## src/rtl/cpu_ctrl_pkg.sv

```systemverilog
// Shared control definitions for the 16-bit five-stage CPU pipeline:
// hazard sequencer state encodings, the pipeline NOP word and shadow defaults.
package cpu_ctrl_pkg;

    typedef enum logic [1:0] {
        ST_RUN     = 2'd0,
        ST_MEMWAIT = 2'd1,
        ST_SHADOW  = 2'd2,
        ST_ILLEGAL = 2'd3
    } hz_state_t;

    // Instruction word injected into a pipeline register to squash it
    localparam logic [15:0] NOP_INSTR = 16'hE800;

    // Wrong-path fetch words still in flight after a redirect (sync imem)
    localparam int SHADOW_CYC_DEFAULT = 1;

    // Wide enough for the full 0..7 shadow range
    localparam int SHADOW_W = 3;

endpackage

```

## src/rtl/load_use_detect.sv

```systemverilog
// Load-use hazard comparator: the instruction in decode reads a register
// that the load currently in execute has not yet written back.
// Register 0 is an ordinary register here and is compared like any other.
module load_use_detect #(
    parameter int REG_W = 3
) (
    input  logic [REG_W-1:0] DecRs,
    input  logic [REG_W-1:0] DecRt,
    input  logic             DecUsesRs,
    input  logic             DecUsesRt,
    input  logic             ExMemRead,
    input  logic [REG_W-1:0] ExRd,
    output logic             hazard
);

    logic rs_match;
    logic rt_match;

    // Compare each used source specifier against the load destination
    always_comb begin
        rs_match = DecUsesRs && (DecRs == ExRd);
        rt_match = DecUsesRt && (DecRt == ExRd);
        hazard   = ExMemRead && (rs_match || rt_match);
    end

endmodule

```

## src/rtl/pipe_hazard_ctrl.sv

```systemverilog
// Central stall/flush sequencer for the five-stage pipeline. Control outputs
// are decoded combinationally from the registered state and this cycle's
// hazard inputs; state, shadow counter and the stall statistic are registered.
module pipe_hazard_ctrl
    import cpu_ctrl_pkg::*;
#(
    parameter int REG_W      = 3,
    parameter int SHADOW_CYC = SHADOW_CYC_DEFAULT,
    parameter int CNT_W      = 16
) (
    input  logic             clk,
    input  logic             rst,
    input  logic [REG_W-1:0] DecRs,
    input  logic [REG_W-1:0] DecRt,
    input  logic             DecUsesRs,
    input  logic             DecUsesRt,
    input  logic             ExMemRead,
    input  logic [REG_W-1:0] ExRd,
    input  logic             ExBranchTaken,
    input  logic             IMemReady,
    input  logic             DMemBusy,
    input  logic             PerfClr,
    output logic             PCStall,
    output logic             FetchStall,
    output logic             FetchFlush,
    output logic             DecStall,
    output logic             DecBubble,
    output logic             ExStall,
    output logic [1:0]       State,
    output logic [CNT_W-1:0] StallCount
);

    localparam logic [SHADOW_W-1:0] SHADOW_LOAD = SHADOW_W'(SHADOW_CYC);
    localparam logic [CNT_W-1:0]    CNT_ONE     = {{(CNT_W-1){1'b0}}, 1'b1};

    hz_state_t           state_q;
    hz_state_t           state_d;
    logic [SHADOW_W-1:0] shadow_q;
    logic [SHADOW_W-1:0] shadow_d;
    logic                load_use;
    logic                any_ctl;

    load_use_detect #(
        .REG_W (REG_W)
    ) u_load_use (
        .DecRs     (DecRs),
        .DecRt     (DecRt),
        .DecUsesRs (DecUsesRs),
        .DecUsesRt (DecUsesRt),
        .ExMemRead (ExMemRead),
        .ExRd      (ExRd),
        .hazard    (load_use)
    );

    // Priority decode of control outputs, next state and next shadow count
    always_comb begin
        PCStall    = 1'b0;
        FetchStall = 1'b0;
        FetchFlush = 1'b0;
        DecStall   = 1'b0;
        DecBubble  = 1'b0;
        ExStall    = 1'b0;
        state_d    = ST_RUN;
        shadow_d   = shadow_q;

        if (DMemBusy) begin
            // Whole pipeline frozen; a pending branch stays in execute and
            // is taken on the first cycle the data memory releases.
            PCStall    = 1'b1;
            FetchStall = 1'b1;
            DecStall   = 1'b1;
            ExStall    = 1'b1;
            state_d    = ST_MEMWAIT;
        end else if (ExBranchTaken) begin
            // PC takes the branch target; squash fetch and decode.
            // A branch inside SHADOW restarts the shadow window.
            FetchFlush = 1'b1;
            DecBubble  = 1'b1;
            if (SHADOW_CYC > 0) begin
                state_d  = ST_SHADOW;
                shadow_d = SHADOW_LOAD;
            end
        end else if (state_q == ST_SHADOW) begin
            // Wrong-path words are still arriving: discard each one.
            // Decode holds a NOP, so the load-use check is irrelevant here.
            FetchFlush = 1'b1;
            if (!IMemReady) begin
                PCStall = 1'b1;
                state_d = ST_SHADOW;
            end else if (shadow_q > SHADOW_W'(1)) begin
                shadow_d = shadow_q - SHADOW_W'(1);
                state_d  = ST_SHADOW;
            end else begin
                shadow_d = '0;
            end
        end else if (load_use) begin
            // One bubble; the load moves to memory and the hazard clears
            PCStall    = 1'b1;
            FetchStall = 1'b1;
            DecBubble  = 1'b1;
        end else if (!IMemReady) begin
            // No instruction word: hold PC, let older instructions drain
            PCStall    = 1'b1;
            FetchFlush = 1'b1;
        end

        if (rst) begin
            // Keep the front end quiet and the pipe filled with NOPs in reset
            PCStall    = 1'b1;
            FetchStall = 1'b0;
            FetchFlush = 1'b1;
            DecStall   = 1'b0;
            DecBubble  = 1'b1;
            ExStall    = 1'b0;
        end
    end

    assign any_ctl = PCStall | FetchStall | FetchFlush | DecStall | DecBubble | ExStall;
    assign State   = state_q;

    // FSM state and shadow counter registers
    always_ff @(posedge clk or posedge rst) begin
        if (rst) begin
            state_q  <= ST_RUN;
            shadow_q <= '0;
        end else begin
            state_q  <= state_d;
            shadow_q <= shadow_d;
        end
    end

    // Saturating count of cycles with any stall or flush active
    always_ff @(posedge clk or posedge rst) begin
        if (rst) begin
            StallCount <= '0;
        end else if (PerfClr) begin
            StallCount <= '0;
        end else if (any_ctl && (StallCount != {CNT_W{1'b1}})) begin
            StallCount <= StallCount + CNT_ONE;
        end
    end

endmodule
```

## config.mk

```make
export PLATFORM = sky130hd
export DESIGN_NAME = pipe_hazard_ctrl
export DESIGN_NICKNAME = d
export VERILOG_FILES = /design/src/rtl/cpu_ctrl_pkg.sv /design/src/rtl/load_use_detect.sv /design/src/rtl/pipe_hazard_ctrl.sv
export SDC_FILE = /design/constraint.sdc
export NUM_CORES = 1
export LEC_CHECK = 0
export CAP_MARGIN = 10
export CORE_MARGIN = 1.5
export CORE_UTILIZATION = 55
export DETAILED_ROUTE_END_ITERATION = 6
export DONT_BUFFER_PORTS = 1
export HOLD_SLACK_MARGIN = 0.02
export PLACE_DENSITY = 0.7
export SLEW_MARGIN = 10
export SYNTH_ARGS = -nofsm -noshare
export SYNTH_HDL_FRONTEND = slang
export SYNTH_SLANG_ARGS = --single-unit
```

## constraint.sdc

```tcl
create_clock -name clk -period 5.34 [get_ports clk]
set_input_delay 1.068 -clock clk [delete_from_list [all_inputs] [get_ports clk]]
set_output_delay 1.068 -clock clk [all_outputs]
set_load 0.01 [all_outputs]
```

* After elaboration in Yosys (flattened, before gate mapping)
Index checks and enable logic that the tools add are counted.
Word-level totals: bits in registers 21
Operators by class: mux-type cells 32, eq/ne operators 4, bitwise logic cells 6, reduce and logical (&&, ||, !) cells 9, order comparisons 1, add/sub/neg operators 2
Operators by type and width (number):
- 2-to-1 mux 16 bit | 2
- 2-to-1 mux 1 bit | 21
- adder 16 x 1 -> 16 bit, second input constant | 1
- != test 16 bit, second input constant | 1
- 2-to-1 mux 3 bit | 4
- 2-to-1 mux 2 bit | 5
- == test 3 bit | 2
- nonzero test 2 bit | 3
- bitwise OR 1 bit | 5
- logical AND 1 bit | 4
- > comparator 3 x 1 -> 1 bit, second input constant | 1
- AND reduction 3 bit | 1
- subtractor 3 x 1 -> 3 bit, second input constant | 1
- == test 2 bit, second input constant | 1
- logical OR 1 bit | 1
- NOT 1 bit | 1

* Logic depth before layout (Yosys ltp)
Gate-level depths: netlist of the first run.
depth in word-level cells 17, mapped depth 8, depth with buffers taken out 6

* Hierarchy
Synthesis of the first run repeated with hierarchy kept, for this count alone.
Unflattened totals: cell total of the unflattened synthesis 139, area total of the unflattened synthesis 1310.0 µm²
Modules (own cells, without submodules):
- pipe_hazard_ctrl | instances 1, cells each 130, area an instance 1237.4 µm²
- load_use_detect | instances 1, cells each 9, area an instance 72.6 µm²

* Worst setup path after synthesis of the first run
OpenSTA, ideal clock, no wires.
path type input to output, start input DecRt[1], end output FetchFlush, path slack 2.200 ns, cell stages on the path 4, buffers on the path 0, arrival time 2.072 ns, cells stage by stage xnor2_1 and4_4 o21a_1 o311ai_0
On the way: longest elaborated chain between the ends 9
RTL lines:
- from (decl) | RTL line pipe_hazard_ctrl.sv:14 | input logic [REG_W-1:0] DecRt,
- == test 3 bit | RTL line load_use_detect.sv:22 | rt_match = DecUsesRt && (DecRt == ExRd);
- logical AND 1 bit | RTL line load_use_detect.sv:22
- logical OR 1 bit | RTL line load_use_detect.sv:23 | hazard = ExMemRead && (rs_match || rt_match);
- logical AND 1 bit | RTL line load_use_detect.sv:23
- 2-to-1 mux 1 bit | RTL line pipe_hazard_ctrl.sv:96 | end else if (load_use) begin
- 2-to-1 mux 1 bit | RTL line pipe_hazard_ctrl.sv:83 | end else if (state_q == ST_SHADOW) begin
- 2-to-1 mux 1 bit | RTL line pipe_hazard_ctrl.sv:74 | end else if (ExBranchTaken) begin
- 2-to-1 mux 1 bit | RTL line pipe_hazard_ctrl.sv:66 | if (DMemBusy) begin
- 2-to-1 mux 1 bit | RTL line pipe_hazard_ctrl.sv:107 | if (rst) begin
- to (decl) | RTL line pipe_hazard_ctrl.sv:25 | output logic FetchFlush,
No other way between the ends.

* Final worst setup path of the first run
Ends and elaborated chain as after synthesis.

==> results.md, run 1 <==
* RSZ-0062 raised after global routing: no
* Pin count of the biggest net entering global routing at 29
* Reg2reg start: StallCount[1]
* Netlist cell types at 44
* Die width at 53.79 um
* WL/cell at 16.81 um
* N_diodes at 0
* GR Util All Layers at 22.14%
* Worst setup path class: in -> out
* Worst Reg-to-Reg Cells at 5
* Max Cap Violations at 0
* Synth Area in Compound Gates at 18.87%
* Most frequent cells in the layout: dfrtp_1 (21), a21oi_1 (13), nand2_1 (11), nor2_1 (11), o31ai_1 (9)
* Register bit count reported by yosys at 21
* # setup viols final at 0
* Hold buffer count at cts at 0
* Iteration count of the initial detailed-routing pass at 4
* WHS Endpoint: shadow_q[2]
* Total power at ~0.00029 W
* Post-route DRC at 0
* Critical Path End Type: output port
* Vias in the first global route at 1065
* Hold wc startpoint: shadow_q[2]
* Final Cycle Share at 59.89%
* Placer Congestion at 0.6678
* Total I/O pin count at 42
* Critical path launch point type: input port
* Hold Path Stages at 1
* Port buffer count at 0
* DRT antenna net count at 0
* Max FO, Critical Path at 3
* RR Endpoint: StallCount[8]
* Total negative setup slack at 0 ns
* Setup Skew at 0.01066 ns
* Fin crit period at around 3.2 ns
* CTS Sinks at 21
* Async SR Flop Fraction at 100.0%
* Cell taking the most area after synthesis: dfrtp_1
* Fin nets at 170
* Starting DRC count in detailed routing at 23
* Die H at 53.79 um
* Clk pin slew, worst setup/hold paths at 0.10 ns
* Syn Inst Count at 152
* Share of cells above drive strength 1 at 9.459%
* H-tree lvl count at 1
* CTS buffer count at 3
* P_leak at 0.5587 nW
* Simple-gate share of the synthesized area at 27.60%
* Maximum clock path buffer count at 2
* Top post-synthesis cells by area: dfrtp_1 (37%), o31ai_1 (4.8%), a21oi_1 (4.6%)
* Slew Limit Fails at 0
* Synth-to-Final Area Change at -0.1763%
* Final wirelength at 2992 um
* Vias per cell at 6.685
* Hold Path Class: reg -> reg
* Synthesized Nets at 173
* Clk_lat worst skew at 0.29 ns
* Synth Area per Inst at 9.335 um^2
* Largest family of logic cells by synthesized area: simple AND/OR/NAND/NOR gates
* Post-Syn Area at around 1400 um^2
* PostCTS Resize Cnt at 0
* Starting Density at between 50% and 60%
* Site row count at 18
* Multiplexer share of the synthesized area at between 3 and 4%
* Final hold violations at 0
* Number of flops mapped to enable cells by yosys at 0
* Slew @ Worst Pin at 1.048 ns
* R2R setup slack at 3.02 ns
* Initial antenna violation count at 0
* Synth Flop Type: dfrtp_1
* Synth top area share at 37.04%
* Required time of the critical path at 4.27 ns
* Post-CTS Setup Inserts at 0
* Slew margin rel. at approximately 30%
* Ys Warns at 0
* Synth Area in XOR/XNOR at approximately 3.7%
* CTS Root Cell: clkbuf_4
* Outcome: finished, final reports clean
* Leading cell type in the layout, fill and taps excluded: dfrtp_1
* Dpl hpwl at 2183 um
* VDD IR max at 0.1475 mV
* Worst path arrival time at 2.13 ns
* CTS tree: done
* Detailed-route via count at 1190
* Total gr overflow at 0
* Synth Area in Adders at 2.646%
* Fmax at 312.7 MHz
* Sequential-to-total area share from yosys stat at 37.04%
* Pwr/cell area at roughly 200 nW/um^2
* DIE AREA at 2893 um^2
* Global-route wire length before repair at 4712 um
* CORE AREA at 2455 um^2
## layer usage
metal,vias to the layer above,track usage [%],part of all wire [%]
met4,0,7.265,0.64
met5,-,0,0
li1,563,-,-
met1,587,28.37,42
met2,38,36.79,49
met3,2,5.000,8.0
## logic make-up after synthesis
group / after synthesis
DFF: 21
xor gates and xnor gates: 6
AOI/OAI and AO/OA: 39
muxes: 4
and+or+nand+nor: 64
adders and majority gates: 3
buffers and inverters: 15
## worst max path at each step
stage / cells after the start / startpoint / to
after detailed placement: 2 / rst / FetchFlush
after global routing: 2 / rst / FetchFlush
after floorplan: 4 / DecRt[1] / FetchFlush
final: 4 / DecRt[1] / FetchFlush
after CTS: 2 / rst / FetchFlush
after global placement: 2 / rst / FetchFlush
## flip-flops by register name, indices dropped and copies added, names as in the netlist
register    cells
shadow_q        3
StallCount     16
State           2
## final cells by class
type / count / area (um^2)
sequential: 21 / 525.5
tap: 30 / 37.54
multi-input combinational: 116 / 800.8
clock buffer: 4 / 26.28
inverter: 7 / 26.28
fill: 219 / 1039
## power breakdown
group	internal, W	total (W)	switching [W]
registers	0.000165	0.000173	0.00000817
clock network	0.0000290	0.0000730	0.0000440
logic	0.0000177	0.0000420	0.0000243
total	0.000212	0.000288	0.0000765
## worst max-delay path, cell delays in order
cell	delay [ns]
xnor2_1	0.11
and4_4	0.20
o21a_1	0.21
o311ai_0	0.54
## synth_stat cells, types with 2 or more instances
library cell	n
nand3_1	4
o311ai_0	3
ha_1	3
or3_1	2
nor2_1	11
o41ai_1	3
nand3b_1	2
buf_4	3
nand4_1	4
or4_1	8
nor2b_1	3
inv_1	7
clkbuf_1	2
nand2b_1	2
and4_1	5
mux2_4	2
xnor2_1	6
nand2_1	11
dfrtp_1	21
a21oi_1	13
o21ai_1	2
or2_2	2
o31ai_1	9
and3_1	2
o21ai_0	3
## through the flow
step,hold slack [ns],instances,util [%],area (um^2),worst slack [ns]
after detailed placement,0.4795,174,56.63,1390,2.112
final,0.4881,178,57.70,1416,2.142
after global routing,0.5526,178,57.70,1416,1.985
after global placement,0.4723,174,56.63,1390,2.110
after CTS,0.4953,178,57.70,1416,2.112
after floorplan,0.4412,152,-,1419,2.200
(Power assumes the default switching activity.)
==> inputs of run 2 (changes only) <==
- clock period: 5.34 -> 3.25 ns (I/O delays scaled with it)
==> results.md, run 2 (same netlist as run 1, synthesis figures left out) <==
* Outcome: finished, final reports clean (unchanged)
* VDD IR max at 0.2025 mV (was 0.1475 mV)
* CTS buffer count at 3 (unchanged)
* Port buffer count at 0 (unchanged)
* PostCTS Resize Cnt at 0 (unchanged)
* Initial antenna violation count at 0 (unchanged)
* CTS Root Cell: clkbuf_4 (unchanged)
* Starting DRC count in detailed routing at 32 (was 23)
* Detailed-route via count at 1209 (was 1190)
* Post-route DRC at 0 (unchanged)
* Final hold violations at 0 (unchanged)
* Hold Path Class: in -> async (was reg -> reg)
* DP Worst Slack at 0.8731 ns (was 2.112 ns)
* CORE AREA at 2455 um^2 (unchanged)
* Setup Skew at 0.01074 ns (was 0.01066 ns)
* Maximum clock path buffer count at 2 (unchanged)
* Critical Path End Type: output port (unchanged)
* Post-CTS Setup Inserts at 0 (unchanged)
* Slew @ Worst Pin at 0.7951 ns (was 1.048 ns)
* Critical path launch point type: input port (unchanged)
* Total I/O pin count at 42 (unchanged)
* Switching share of power at 28.24% (was 26.55%)
* DRT antenna net count at 0 (unchanged)
* Vias per cell at 6.680 (was 6.685)
* Seq pwr share at 58.8% (was 60.1%)
* Top reg by flops: StallCount (unchanged)
* WL/cell at 16.56 um (was 16.81 um)
* Die H at 53.79 um (unchanged)
* Final Cycle Share at 73.08%
* Clk pin slew, worst setup/hold paths at 0.12 ns (was 0.10 ns)
* Required time of the critical path at 2.60 ns (was 4.27 ns)
* Site row count at 18 (unchanged)
* H-tree lvl count at 1 (unchanged)
* Placer Congestion at 0.6956 (was 0.6678)
* Total negative setup slack at 0 ns (unchanged)
* Max reg flops at 16 (unchanged)
* Pin count of the biggest net entering global routing at 26 (was 29)
* Die width at 53.79 um (unchanged)
* P_int at 0.0003474 W (was 0.0002116 W)
* Leading cell type in the layout, fill and taps excluded: dfrtp_1 (unchanged)
* DIE AREA at 2893 um^2 (unchanged)
* Max FO, Critical Path at 3 (unchanged)
* Total gr overflow at 0 (unchanged)
* Global-route wire length before repair at 4671 um (was 4712 um)
* CTS Sinks at 21 (unchanged)
* Iteration count of the initial detailed-routing pass at 4 (unchanged)
* Filler instances at 229 (was 219)
* Placed Cells incl. Taps at 177 (was 174)
* Fmax at 421.1 MHz
* CTS tree: done (unchanged)
* Psw at 0.0001367 W (was 0.00007650 W)
* Fin Hold WS at 0.2032 ns (was 0.4881 ns)
* Max Cap Violations at 0 (unchanged)
* N_diodes at 0 (unchanged)
* Slew Limit Fails at 0 (unchanged)
* Final wirelength at 2997 um (was 2992 um)
* Share of cells above drive strength 1 at 11.92% (was 9.459%)
* RSZ-0062 raised after global routing: no (unchanged)
* Pwr/cell area at 336.1 nW/um^2 (was 203.4 nW/um^2)
* Worst setup path class: in -> out (unchanged)
* Starting Density at 57.80% (unchanged)
* Hold buffer count at cts at 0 (unchanged)
* Synth-to-Final Area Change at 1.499% (was -0.1763%)
* Final WS setup at 0.8750 ns (was 2.142 ns)
* Clk pwr share at 26.7% (was 25.3%)
* GR Util All Layers at 22.52% (was 22.14%)
* Final Non-Filler Cells at 181 (was 178)
* Dpl hpwl at 2245 um (was 2183 um)
* # setup viols final at 0 (unchanged)
* Gate power share at 14.6% (about the same)
* Fin nets at 173 (was 170)
* Clk_lat worst skew at 0.32 ns (was 0.29 ns)
* Fin crit period at 2.375 ns
* Slew margin rel. at 46.99% (was 29.90%)
* Most frequent cells in the layout: dfrtp_1 (21), a21oi_1 (13), nand2_1 (11), nor2_1 (11), o31ai_1 (9) (unchanged)
* Vias in the first global route at 1084 (was 1065)
* P_leak at 0.5770 nW (was 0.5587 nW)
* Worst path arrival time at 1.73 ns (was 2.13 ns)
-- run 2: layout make-up --
class,instances,area [um^2],share of cell area [%]
Multi-Input combinational cell,116,800.8,55.60
Sequential cell,21,525.5,36.49
Tap cell,30,37.54,2.606
Inverter,7,26.28,1.825
Clock buffer,3,22.52,1.564
Timing Repair Buffer,3,22.52,1.564
Clock inverter,1,5.005,0.3475
-- run 2: per-stage QoR --
stage / utilization (%) / power (W) / area, um^2
2_1_floorplan: - / 0.0003495 / 1419
3_3_place_gp: 57.54 / 0.0003560 / 1413
3_5_place_dp: 57.54 / 0.0003603 / 1413
4_1_cts: 58.66 / 0.0004927 / 1440
5_1_grt: 58.66 / 0.0005132 / 1440
6_report: 58.66 / 0.0004841 / 1440
-- run 2: worst max-delay path, cell delays in order --
cell,delay [ns]
xnor2_1,0.12
and4_1,0.20
o21a_1,0.20
o311ai_0,0.55
-- run 2: routing by layer --
metal / track usage [%] / up-vias / routed length, um
li1: - / 570 / -
met1: 28.57 / 589 / 1259
met2: 36.79 / 45 / 1455
met3: 4.444 / 5 / 221
met4: 10.26 / 0 / 61
met5: 0 / - / 0
-- run 2: final timing paths --
check	slack [ns]	cells after the start	to	startpoint
min in group clk	0.36	0	State[0]	DMemBusy
max in group asynchronous	2.52	2	shadow_q[1]	rst
hold reg to reg	0.49	1	shadow_q[2]	shadow_q[2]
hold / removal	0.20	1	StallCount[6]	rst
setup reg to reg	0.92	6	StallCount[13]	StallCount[0]
setup / recovery	0.87	4	FetchFlush	DecRs[1]
-- run 2: power groups by stage --
stage	Sequential, W	Clock, W	Combinational [W]
after floorplan	0.000286	0	0.0000630
after global placement	0.000289	0	0.0000672
after detailed placement	0.000290	0	0.0000705
after CTS	0.000285	0.000137	0.0000711
after global routing	0.000287	0.000145	0.0000817
final	0.000284	0.000129	0.0000704
==> inputs of run 3 (changes only) <==
- clock period: 3.25 -> 2.2 ns (I/O delays scaled with it)
==> results.md, run 3 (same netlist as run 1, synthesis figures left out) <==
* Pin count of the biggest net entering global routing at 20 (was 26)
* Worst setup startpoint: State[0] (was DecRs[1])
* Worst path arrival time at 1.68 ns (was 1.73 ns)
* Vias per cell at 6.452 (was 6.680)
* Critical Path End Type: output port (unchanged)
* GR Util All Layers at 23.22% (was 22.52%)
* RSZ-0062 raised after global routing: no (unchanged)
* Port buffer count at 0 (unchanged)
* Post-route DRC at 0 (unchanged)
* Maximum clock path buffer count at 2 (unchanged)
* Slew margin rel. at 63.00% (was 46.99%)
* Detailed-route via count at 1213 (was 1209)
* Most frequent cells in the layout: dfrtp_1 (21), a21oi_1 (13), nand2_1 (11), nor2_1 (11) (was dfrtp_1 (21), a21oi_1 (13), nand2_1 (11), nor2_1 (11), o31ai_1 (9))
* Dpl hpwl at 2289 um (was 2245 um)
* CTS buffer count at 3 (unchanged)
* DIE AREA at 2893 um^2 (unchanged)
* DP Worst Slack at 0.2694 ns (was 0.8731 ns)
* Crit path cell chain: nand2b_4 > nor2b_1 > or2_2 > o311ai_0 > buf_4 (was xnor2_1 > and4_1 > o21a_1 > o311ai_0)
* Final Non-Filler Cells at 188 (was 181)
* H-tree lvl count at 1 (unchanged)
* Slowest stage cell, crit path: dfrtp_1 (was o311ai_0)
* CORE AREA at 2455 um^2 (unchanged)
* WL/cell at 17.06 um (was 16.56 um)
* Iteration count of the initial detailed-routing pass at 4 (unchanged)
* Clk pin slew, worst setup/hold paths at 0.11 ns (was 0.12 ns)
* Hold wc startpoint: DMemBusy
* Hold Path Class: in -> reg (was in -> async)
* Max reg flops at 16 (unchanged)
* Site row count at 18 (unchanged)
* Final Cycle Share at 96.47%
* Fin nets at 180 (was 173)
* Reg2reg start: StallCount[1] (was StallCount[0])
* Setup Skew at 0.01314 ns (was 0.01074 ns)
* Required time of the critical path at 1.76 ns (was 2.60 ns)
* Placer Congestion at 0.7374 (was 0.6956)
* Placed Cells incl. Taps at 183 (was 177)
* Starting DRC count in detailed routing at 33 (was 32)
* Synth-to-Final Area Change at 5.820% (was 1.499%)
* Slew @ Worst Pin at 0.5532 ns (was 0.7951 ns)
* Total I/O pin count at 42 (unchanged)
* Total negative setup slack at 0 ns (unchanged)
* Filler instances at 208 (was 229)
* VDD IR max at 0.3851 mV (was 0.2025 mV)
* Slew Limit Fails at 0 (unchanged)
* Starting Density at 57.80% (unchanged)
* Cell family with most CP delay: simple AND/OR/NAND/NOR gates (was compound AO/OA/AOI/OAI gates)
* Max FO, Critical Path at 5 (was 3)
* Vias in the first global route at 1154 (was 1084)
* Final WS setup at 0.07761 ns (was 0.8750 ns)
* Outcome: finished, final reports clean (unchanged)
* Share of cells above drive strength 1 at 15.19% (was 11.92%)
* Pwr/cell area at 484.6 nW/um^2 (was 336.1 nW/um^2)
* Fin crit period at about 2.1 ns
* Total gr overflow at 0 (unchanged)
* CTS tree: done (unchanged)
* Global-route wire length before repair at 4919 um (was 4671 um)
* Die width at 53.79 um (unchanged)
* Leading cell type in the layout, fill and taps excluded: dfrtp_1 (unchanged)
* Critical path's largest stage delay at 0.43 ns (was 0.55 ns)
* CTS Root Cell: clkbuf_4 (unchanged)
* Top reg by flops: StallCount (unchanged)
* Fmax at 471.2 MHz
* Final hold violations at 0 (unchanged)
* Final wirelength at 3208 um (was 2997 um)
* CTS Sinks at 21 (unchanged)
* Critical path launch point type: register (was input port)
* CP bufs+invs at 1 (was 0)
* Max Cap Violations at 0 (unchanged)
* Initial antenna violation count at 0 (unchanged)
* N_diodes at 0 (unchanged)
* Clk_lat worst skew at 0.31 ns (was 0.32 ns)
* # setup viols final at 0 (unchanged)
* Die H at 53.79 um (unchanged)
* DRT antenna net count at 0 (unchanged)
* P_leak at 0.6147 nW (was 0.5770 nW)
* Worst setup path class: reg -> out (was in -> out)
* Total power at 0.0007276 W (was 0.0004841 W)
run 3: worst paths after layout:
kind	endpoint	slack, ns	cells past startpoint
max	FetchFlush	0.08	5
min	State[0]	0.16	0
max reg2reg	StallCount[11]	0.23	6
min reg2reg	shadow_q[2]	0.50	1
max in group asynchronous	StallCount[0]	1.46	3
min in group asynchronous	StallCount[8]	0.57	3
run 3: through the flow:
stage | utilization [%] | instance area [um^2] | hold slack [ns]
floorplan | - | 1419 | 0.4286
global placement | 59.38 | 1458 | 0.3443
detailed placement | 59.38 | 1458 | 0.3504
CTS | 60.86 | 1494 | 0.1492
global route | 61.16 | 1501 | 0.1418
finish | 61.16 | 1501 | 0.1557
run 3: layer usage:
| layer | GRT usage (%) | share of wire, % | up-vias |
|---|---|---|---|
| met3 | 5.833 | 6.5 | 2 |
| met2 | 38.62 | 49 | 45 |
| met5 | 0 | 0 | - |
| li1 | - | - | 579 |
| met4 | 7.265 | 0.34 | 0 |
| met1 | 29.45 | 44 | 587 |
run 3: repair_timing:
action / CTS / global route
hold endpoints to repair: 11 / 0
buffers inserted: 0 / 0
hold buffers: 1 / 0
gates resized for setup: 0 / 1
endpoints found under the setup margin: 0 / 1
run 3: area by class of cell:
cell class / instances / area, um^2 / area share (%)
clock buffers: 4 / 26.28 / 1.750
multi-input cells: 116 / 808.3 / 53.83
inverters: 7 / 26.28 / 1.750
repair buffers: 10 / 77.57 / 5.167
well taps: 30 / 37.54 / 2.500
flip-flops and latches: 21 / 525.5 / 35.00
run 3: power breakdown:
part           internal [W]  total (W)  switching [W]  leakage [nW]
combinational     0.0000529   0.000118      0.0000652         0.315
sequential         0.000401   0.000419      0.0000180         0.285
clock             0.0000708   0.000191       0.000120        0.0150
total              0.000524   0.000728       0.000203         0.615
